File: src/rtl/addsub_acc_ctrl_if.sv
// Request, adder and result signals for addsub_acc_ctrl, bundled with
// master (requester/adder side) and slave (controller side) views.
interface addsub_acc_ctrl_if #(
    parameter int N = 4
);
    logic         in_valid;
    logic         in_ready;
    logic [1:0]   op;
    logic [N-1:0] operand;
    logic [N-1:0] adder_x;
    logic [N-1:0] adder_y;
    logic         adder_add_n;
    logic [N-1:0] adder_s;
    logic         adder_cout;
    logic         adder_ovf;
    logic         out_valid;
    logic         out_ready;
    logic [N-1:0] acc;
    logic         carry;
    logic         ovf;
    logic         ovf_sticky;

    modport slave (
        input  in_valid, op, operand, adder_s, adder_cout, adder_ovf, out_ready,
        output in_ready, adder_x, adder_y, adder_add_n, out_valid,
               acc, carry, ovf, ovf_sticky
    );

    modport master (
        output in_valid, op, operand, adder_s, adder_cout, adder_ovf, out_ready,
        input  in_ready, adder_x, adder_y, adder_add_n, out_valid,
               acc, carry, ovf, ovf_sticky
    );
endinterface

File: src/rtl/addsub_acc_ctrl.sv
// Accumulator controller wrapped around an external n-bit adder/subtractor.
// Define ADDSUB_ACC_SATURATE_EN to saturate acc on signed overflow instead of wrapping.
//
// Handshakes: a transfer happens on a rising edge where valid and ready are
// both high; in_ready and out_valid are registered and never depend
// combinationally on in_valid or out_ready.
module addsub_acc_ctrl #(
    parameter int N = 4
) (
    input  logic                  clk,
    input  logic                  rst_n,
    addsub_acc_ctrl_if.slave      bus,
    output logic [1:0]            o_dbg_state
);
    typedef enum logic [1:0] {
        ST_IDLE = 2'd0,
        ST_EXEC = 2'd1,
        ST_HOLD = 2'd2
    } state_t;

    typedef enum logic [1:0] {
        OP_LOAD  = 2'd0,
        OP_ADD   = 2'd1,
        OP_SUB   = 2'd2,
        OP_CLEAR = 2'd3
    } op_t;

    state_t       r_state;
    op_t          r_op;
    logic [N-1:0] r_operand;
    logic [N-1:0] r_acc;
    logic         r_carry;
    logic         r_ovf;
    logic         r_ovf_sticky;
    logic         r_in_ready;
    logic         r_out_valid;
    logic [N-1:0] w_arith_acc;

`ifdef ADDSUB_ACC_SATURATE_EN
    localparam logic [N-1:0] SAT_MAX = {1'b0, {(N-1){1'b1}}};
    localparam logic [N-1:0] SAT_MIN = {1'b1, {(N-1){1'b0}}};
    // Overflow can only push the result away from the sign of acc.
    assign w_arith_acc = bus.adder_ovf ? (r_acc[N-1] ? SAT_MIN : SAT_MAX) : bus.adder_s;
`else
    assign w_arith_acc = bus.adder_s;
`endif

    always_ff @(posedge clk or negedge rst_n) begin
        if (!rst_n) begin
            r_state      <= ST_IDLE;
            r_op         <= OP_LOAD;
            r_operand    <= '0;
            r_acc        <= '0;
            r_carry      <= 1'b0;
            r_ovf        <= 1'b0;
            r_ovf_sticky <= 1'b0;
            r_in_ready   <= 1'b1;
            r_out_valid  <= 1'b0;
        end else begin
            case (r_state)
                ST_IDLE: begin
                    if (bus.in_valid) begin
                        r_op       <= op_t'(bus.op);
                        r_operand  <= bus.operand;
                        r_in_ready <= 1'b0;
                        r_state    <= ST_EXEC;
                    end
                end
                ST_EXEC: begin
                    case (r_op)
                        OP_LOAD, OP_CLEAR: begin
                            r_acc        <= (r_op == OP_LOAD) ? r_operand : '0;
                            r_carry      <= 1'b0;
                            r_ovf        <= 1'b0;
                            r_ovf_sticky <= 1'b0;
                        end
                        default: begin
                            r_acc        <= w_arith_acc;
                            r_carry      <= bus.adder_cout;
                            r_ovf        <= bus.adder_ovf;
                            r_ovf_sticky <= r_ovf_sticky | bus.adder_ovf;
                        end
                    endcase
                    r_out_valid <= 1'b1;
                    r_state     <= ST_HOLD;
                end
                ST_HOLD: begin
                    if (bus.out_ready) begin
                        r_out_valid <= 1'b0;
                        r_in_ready  <= 1'b1;
                        r_state     <= ST_IDLE;
                    end
                end
                default: begin
                    r_out_valid <= 1'b0;
                    r_in_ready  <= 1'b1;
                    r_state     <= ST_IDLE;
                end
            endcase
        end
    end

    assign bus.in_ready    = r_in_ready;
    assign bus.out_valid   = r_out_valid;
    assign bus.adder_x     = r_acc;
    assign bus.adder_y     = r_operand;
    assign bus.adder_add_n = (r_op == OP_SUB);
    assign bus.acc         = r_acc;
    assign bus.carry       = r_carry;
    assign bus.ovf         = r_ovf;
    assign bus.ovf_sticky  = r_ovf_sticky;
    assign o_dbg_state     = r_state;
endmodule

File: src/flat_wrapper.sv
// flat-port wrapper written by rule: the top's interface ports become plain ports
module addsub_acc_ctrl_flat 
#(
    parameter int N = 4
)
  (clk, rst_n, o_dbg_state, bus_in_valid, bus_op, bus_operand, bus_adder_s, bus_adder_cout, bus_adder_ovf, bus_out_ready, bus_in_ready, bus_adder_x, bus_adder_y, bus_adder_add_n, bus_out_valid, bus_acc, bus_carry, bus_ovf, bus_ovf_sticky);
  addsub_acc_ctrl_if #(.N(N)) bus_i ();
  input  logic clk;
  input  logic rst_n;
  output logic [1:0] o_dbg_state;
  input wire logic [$bits(bus_i.in_valid)-1:0] bus_in_valid;
  input wire logic [$bits(bus_i.op)-1:0] bus_op;
  input wire logic [$bits(bus_i.operand)-1:0] bus_operand;
  input wire logic [$bits(bus_i.adder_s)-1:0] bus_adder_s;
  input wire logic [$bits(bus_i.adder_cout)-1:0] bus_adder_cout;
  input wire logic [$bits(bus_i.adder_ovf)-1:0] bus_adder_ovf;
  input wire logic [$bits(bus_i.out_ready)-1:0] bus_out_ready;
  output wire logic [$bits(bus_i.in_ready)-1:0] bus_in_ready;
  output wire logic [$bits(bus_i.adder_x)-1:0] bus_adder_x;
  output wire logic [$bits(bus_i.adder_y)-1:0] bus_adder_y;
  output wire logic [$bits(bus_i.adder_add_n)-1:0] bus_adder_add_n;
  output wire logic [$bits(bus_i.out_valid)-1:0] bus_out_valid;
  output wire logic [$bits(bus_i.acc)-1:0] bus_acc;
  output wire logic [$bits(bus_i.carry)-1:0] bus_carry;
  output wire logic [$bits(bus_i.ovf)-1:0] bus_ovf;
  output wire logic [$bits(bus_i.ovf_sticky)-1:0] bus_ovf_sticky;
  assign bus_i.in_valid = bus_in_valid;
  assign bus_i.op = bus_op;
  assign bus_i.operand = bus_operand;
  assign bus_i.adder_s = bus_adder_s;
  assign bus_i.adder_cout = bus_adder_cout;
  assign bus_i.adder_ovf = bus_adder_ovf;
  assign bus_i.out_ready = bus_out_ready;
  assign bus_in_ready = bus_i.in_ready;
  assign bus_adder_x = bus_i.adder_x;
  assign bus_adder_y = bus_i.adder_y;
  assign bus_adder_add_n = bus_i.adder_add_n;
  assign bus_out_valid = bus_i.out_valid;
  assign bus_acc = bus_i.acc;
  assign bus_carry = bus_i.carry;
  assign bus_ovf = bus_i.ovf;
  assign bus_ovf_sticky = bus_i.ovf_sticky;
  addsub_acc_ctrl #(.N(N)) u_core (.clk(clk), .rst_n(rst_n), .bus(bus_i), .o_dbg_state(o_dbg_state));
endmodule
File: config.mk
export PLATFORM = sky130hd
export DESIGN_NAME = addsub_acc_ctrl_flat
export DESIGN_NICKNAME = d
export VERILOG_FILES = /design/src/rtl/addsub_acc_ctrl_if.sv /design/src/rtl/addsub_acc_ctrl.sv /design/src/flat_wrapper.sv
export SDC_FILE = /design/constraint.sdc
export NUM_CORES = 1
export LEC_CHECK = 0
export BUFFER_PORTS_ARGS = -buffer_cell sky130_fd_sc_hd__buf_2
export CAP_MARGIN = 40
export CELL_PAD_IN_SITES_DETAIL_PLACEMENT = 0
export CELL_PAD_IN_SITES_GLOBAL_PLACEMENT = 2
export CORE_ASPECT_RATIO = 1.4
export CORE_UTILIZATION = 26
export DETAILED_ROUTE_END_ITERATION = 8
export PLACE_DENSITY = 0.89
export SLEW_MARGIN = 20
export SYNTH_ARGS = -nofsm -noshare
export SYNTH_HDL_FRONTEND = slang
export SYNTH_SLANG_ARGS = --single-unit
File: constraint.sdc
create_clock -name clk -period 1.8 [get_ports clk]
set_input_delay 0.36 -clock clk [delete_from_list [all_inputs] [get_ports clk]]
set_output_delay 0.36 -clock clk [all_outputs]
set_load 0.05 [all_outputs]
# == After elaboration in Yosys (flattened, before gate mapping) ==
# Cells that the tools add are included.
# op_classes
eq_ne,6
muxes,13
bitwise,3
reduce_logical,7
# ops
op,count
$mux 4,2
$eq 2x2->1 const B,3
$mux 1,6
$pmux 1 s3,2
$pmux 2 s3,1
$reduce_and 2->1,3
$logic_not 2->1,2
$mux 2,2
$ne 2x2->1 const B,2
$reduce_and 3->1,1
$eq 2x1->1 const B,1
$not 1->1,2
$reduce_or 2->1,1
$or 1x1->1,1
# word_totals
regBits,17
inputBits,16
wordCells,38

# == Logic depth before layout (Yosys ltp) ==
# logic_depth
depth_word,3
depth_mapped,6
ltp_nobuf,5

# == Worst setup path before layout ==
# OpenSTA, ideal clock, no wires.
# synth_path
path_kind,register to register
from,"reg u_core.r_state[0], in the netlist u_core.o_dbg_state[0]"
to,"reg u_core.r_operand[0], in the netlist u_core.bus.adder_y[0]"
setup_time_ns,0.125
arrival_ns,1.362
path_slack_ns,0.314
stages_incl_launch_ff,3
path_buffers,0
cell_sequence,dfrtp_1 > nor3b_4 > mux2_2
# synth_via
elab_chain_cells,2
# synth_lines
item,line_no,rtl
"start, declared",addsub_acc_ctrl.sv:28,state_t r_state;
"start signal, assigned",addsub_acc_ctrl.sv:50,r_state <= ST_IDLE;
"start signal, assigned",addsub_acc_ctrl.sv:66,r_state <= ST_EXEC;
"start signal, assigned",addsub_acc_ctrl.sv:85,r_state <= ST_HOLD;
$logic_not 2->1,addsub_acc_ctrl.sv:60,case (r_state)
$reduce_and 2->1 (no line),--,
"end signal, assigned",addsub_acc_ctrl.sv:64,r_operand <= bus.operand;
"end, declared",addsub_acc_ctrl.sv:30,logic [N-1:0] r_operand;
# No other way between the ends.
# A chain may end at the register's enable or synchronous reset.

# == Final worst setup path ==
# layout_path
from,reg u_core.r_op[0]
to,out bus_adder_add_n
# layout_via
elab_chain_cells,1
# layout_lines
item,line_no,rtl
"start, declared",addsub_acc_ctrl.sv:29,op_t r_op;
"start signal, assigned",addsub_acc_ctrl.sv:63,r_op <= op_t'(bus.op);
$eq 2x2->1,addsub_acc_ctrl.sv:107,assign bus.adder_add_n = (r_op == OP_SUB);
"end, declared",flat_wrapper.sv:21,output wire logic [$bits(bus_i.adder_add_n)-1:0] bus_adder_add_n;
# No other way between the ends.

==> reports/qor.txt <==
Final Cycle Share: 83.2%
Status: finished clean
Drt wl/cell: 10.4 um
Final Critical Period: 1500 ps
Top cells by instance count after synthesis: dfrtp_1, a21oi_1, inv_1, nor2_1
Clk slew on worst S/H paths: 90 ps
Post-synth cell types: 20
Gpl congestion: 0.770
Reg-to-reg setup timing slack: 450 ps
Fin Setup TNS: 0 ps
Synth-to-Final Area Change: 29.1%
Grt peak-use layer: met2
CP delay by family, top: flip-flops
Post-route ant nets: 0
Cell with the most instances after synthesis: dfrtp_1
Drt pass-1 iters: 4
Synth async-reset ratio: 100%
Cells after Synth: 67
Slowest-stage cell, CP: dfrtp_1
Worst r2r dst: u_core.bus.acc[1]
Cts bufs inserted: 3
# hold bufs at CTS: 1
WP depth: 3
Layout cell share with drive strength beyond 1: 46.5%
Global-route wire length before repair: 2.33 mm
Resized cells post-CTS: 0
CTS tree: done
Leading area contributor after synthesis: dfrtp_1
Ys flop type: dfrtp_1
GR Util met1: 13.6%
Max stage delay on crit path: 370 ps
Worst path arrival time: 1140 ps
Post-synth EDFFs: 0
FILL cells: 299
Slew HR: 74.0%
DIE HEIGHT: 65.5 um
WHS Path Cells: 3
Worst R2R Path Depth: 5
RSZ-0062 raised after global routing: false
Max Slew Vio Count: 0
Clock Skew: 9.06 ps
Root Buffer: clkbuf_4
Top cells by area, synth: dfrtp_1, mux2_2, a21oi_1
Layout Nets: 120
Post CTS Setup Buffer Count: 0
Gr usage total: 10.2%
Clk sinks: 17
Worst-Skew Late Latency: 280 ps
Worst Path Max Fanout: 3
Worst hold path endpoint: u_core.r_op[0]
Port Buf Inserts: 35
Top cell type's share of synthesized area: 53.5%
Final Setup Violations: 0
Hold Path Class: primary input to flip-flop
Initial Utilization: 28.0%
Clock Path Buffers: 2
Die Width: 47.3 um
M3 GR Usage: 1.92%
Min-delay src: bus_op[0]
Syn nets: 85
Final hold violation count: 0
Register area share after synthesis: 57.0%
Ant diodes: 0
DRT iter0 DRCs: 5
WP buf/inv: 2
Mapped Area: 748 um^2
Met2 usage: 15.8%
Remaining DRCs: 0
Reg-to-Reg Start: u_core.r_op[0]
Setup CP Type: flip-flop to primary output
Synthesized area per cell: 11.2 um^2
Critical Path RT: 1440 ps
Worst Max-Slew Pin Slew: 389 ps
Startpoint Class: flip-flop
Ys Warns: 0
Htree depth: 1
FF+latch count, synth: 17
Vias/cell: 4.23
Final HPWL DP: 1.15 mm
Crit path cell chain: inv_1 > ha_1 > buf_2
Via count: 579
Row count: 22
Die area: 3100 um^2
IO Count: 36
Max cap viols: 0
Routed wire length: 1.43 mm
Initial antenna violation count: 0
Vias in the first global route: 515
Total grt overflow: 0
Fmax: 667 MHz
Largest net degree at the start of global routing: 18
Core region area: 2670 um^2
Crit path capture type: primary output
==> per-stage QoR <==
stage | utilization [%] | worst slack, ps | area [um^2] | std cells | hold WS (ps)
2_1_floorplan | - | 314 | 748 | 67 | 64.4
3_3_place_gp | 34.8 | 476 | 930 | 132 | 298
3_5_place_dp | 34.8 | 447 | 930 | 132 | 300
4_1_cts | 36.2 | 284 | 966 | 137 | 269
5_1_grt | 36.2 | 187 | 966 | 137 | 277
6_report | 36.2 | 302 | 966 | 137 | 282
==> per-layer routing <==
metal | up-vias | share of wire [%]
li1 | 293 | -
met1 | 262 | 44
met2 | 24 | 50
met3 | 0 | 6.2
met4 | 0 | 0
met5 | - | 0
==> cell type report <==
class | count | area (um^2) | share of cell area, %
flip-flops and latches | 17 | 427 | 44.2
multi-input cells | 38 | 260 | 26.9
repair buffers | 36 | 185 | 19.2
well taps | 36 | 45.0 | 4.66
clock buffers | 4 | 26.3 | 2.72
inverters | 6 | 22.5 | 2.33
==> worst max path at each step <==
stage | from | to | slack, ps
final | u_core.r_op[0] | bus_adder_add_n | 300
after global routing | u_core.r_op[0] | bus_adder_add_n | 190
after CTS | u_core.r_op[0] | bus_adder_add_n | 280
after detailed placement | u_core.r_op[1] | u_core.bus.acc[1] | 450
after global placement | u_core.o_dbg_state[0] | u_core.bus.adder_y[1] | 480
after floorplan | u_core.o_dbg_state[0] | u_core.bus.adder_y[0] | 310
==> registers in the layout, summed over array words and instances (netlist names) <==
signal	count
u_core.o_dbg_state	2
u_core.bus.in_ready	1
u_core.bus.carry	1
u_core.bus.adder_y	4
u_core.bus.ovf_sticky	1
u_core.r_op	2
u_core.bus.ovf	1
u_core.bus.out_valid	1
u_core.bus.acc	4
==> placed cells by master, fill, tap and decap left out <==
cell            n
and2b_4         1
clkbuf_1        1
clkbuf_4        3
nand2_1         3
dfstp_2         1
nand3_1         3
nor2b_1         1
a31oi_1         1
dfrtp_1        16
mux2_2          4
buf_2          35
a22oi_1         3
inv_1           6
dlygate4sd3_1   1
ha_1            2
o22a_2          2
a21o_1          1
nor2_1          6
o21ai_0         4
a21oi_1         6
nor3b_4         1
==> logic make-up after synthesis <==
| family | share of synthesized area (%) |
|---|---|
| compound gates | 14.2 |
| flops | 57.0 |
| simple gates | 11.2 |
| buf+inv | 8.19 |
| mux | 6.02 |
| fa+ha+maj | 3.34 |
==> worst min-delay path, cell delays in order <==
cell and delay [ps]:
buf_2 80, nand2_1 40, o21ai_0 60
Power is not shown: default switching activity piles up to over one toggle a cycle in this logic, so the estimate is an artifact.
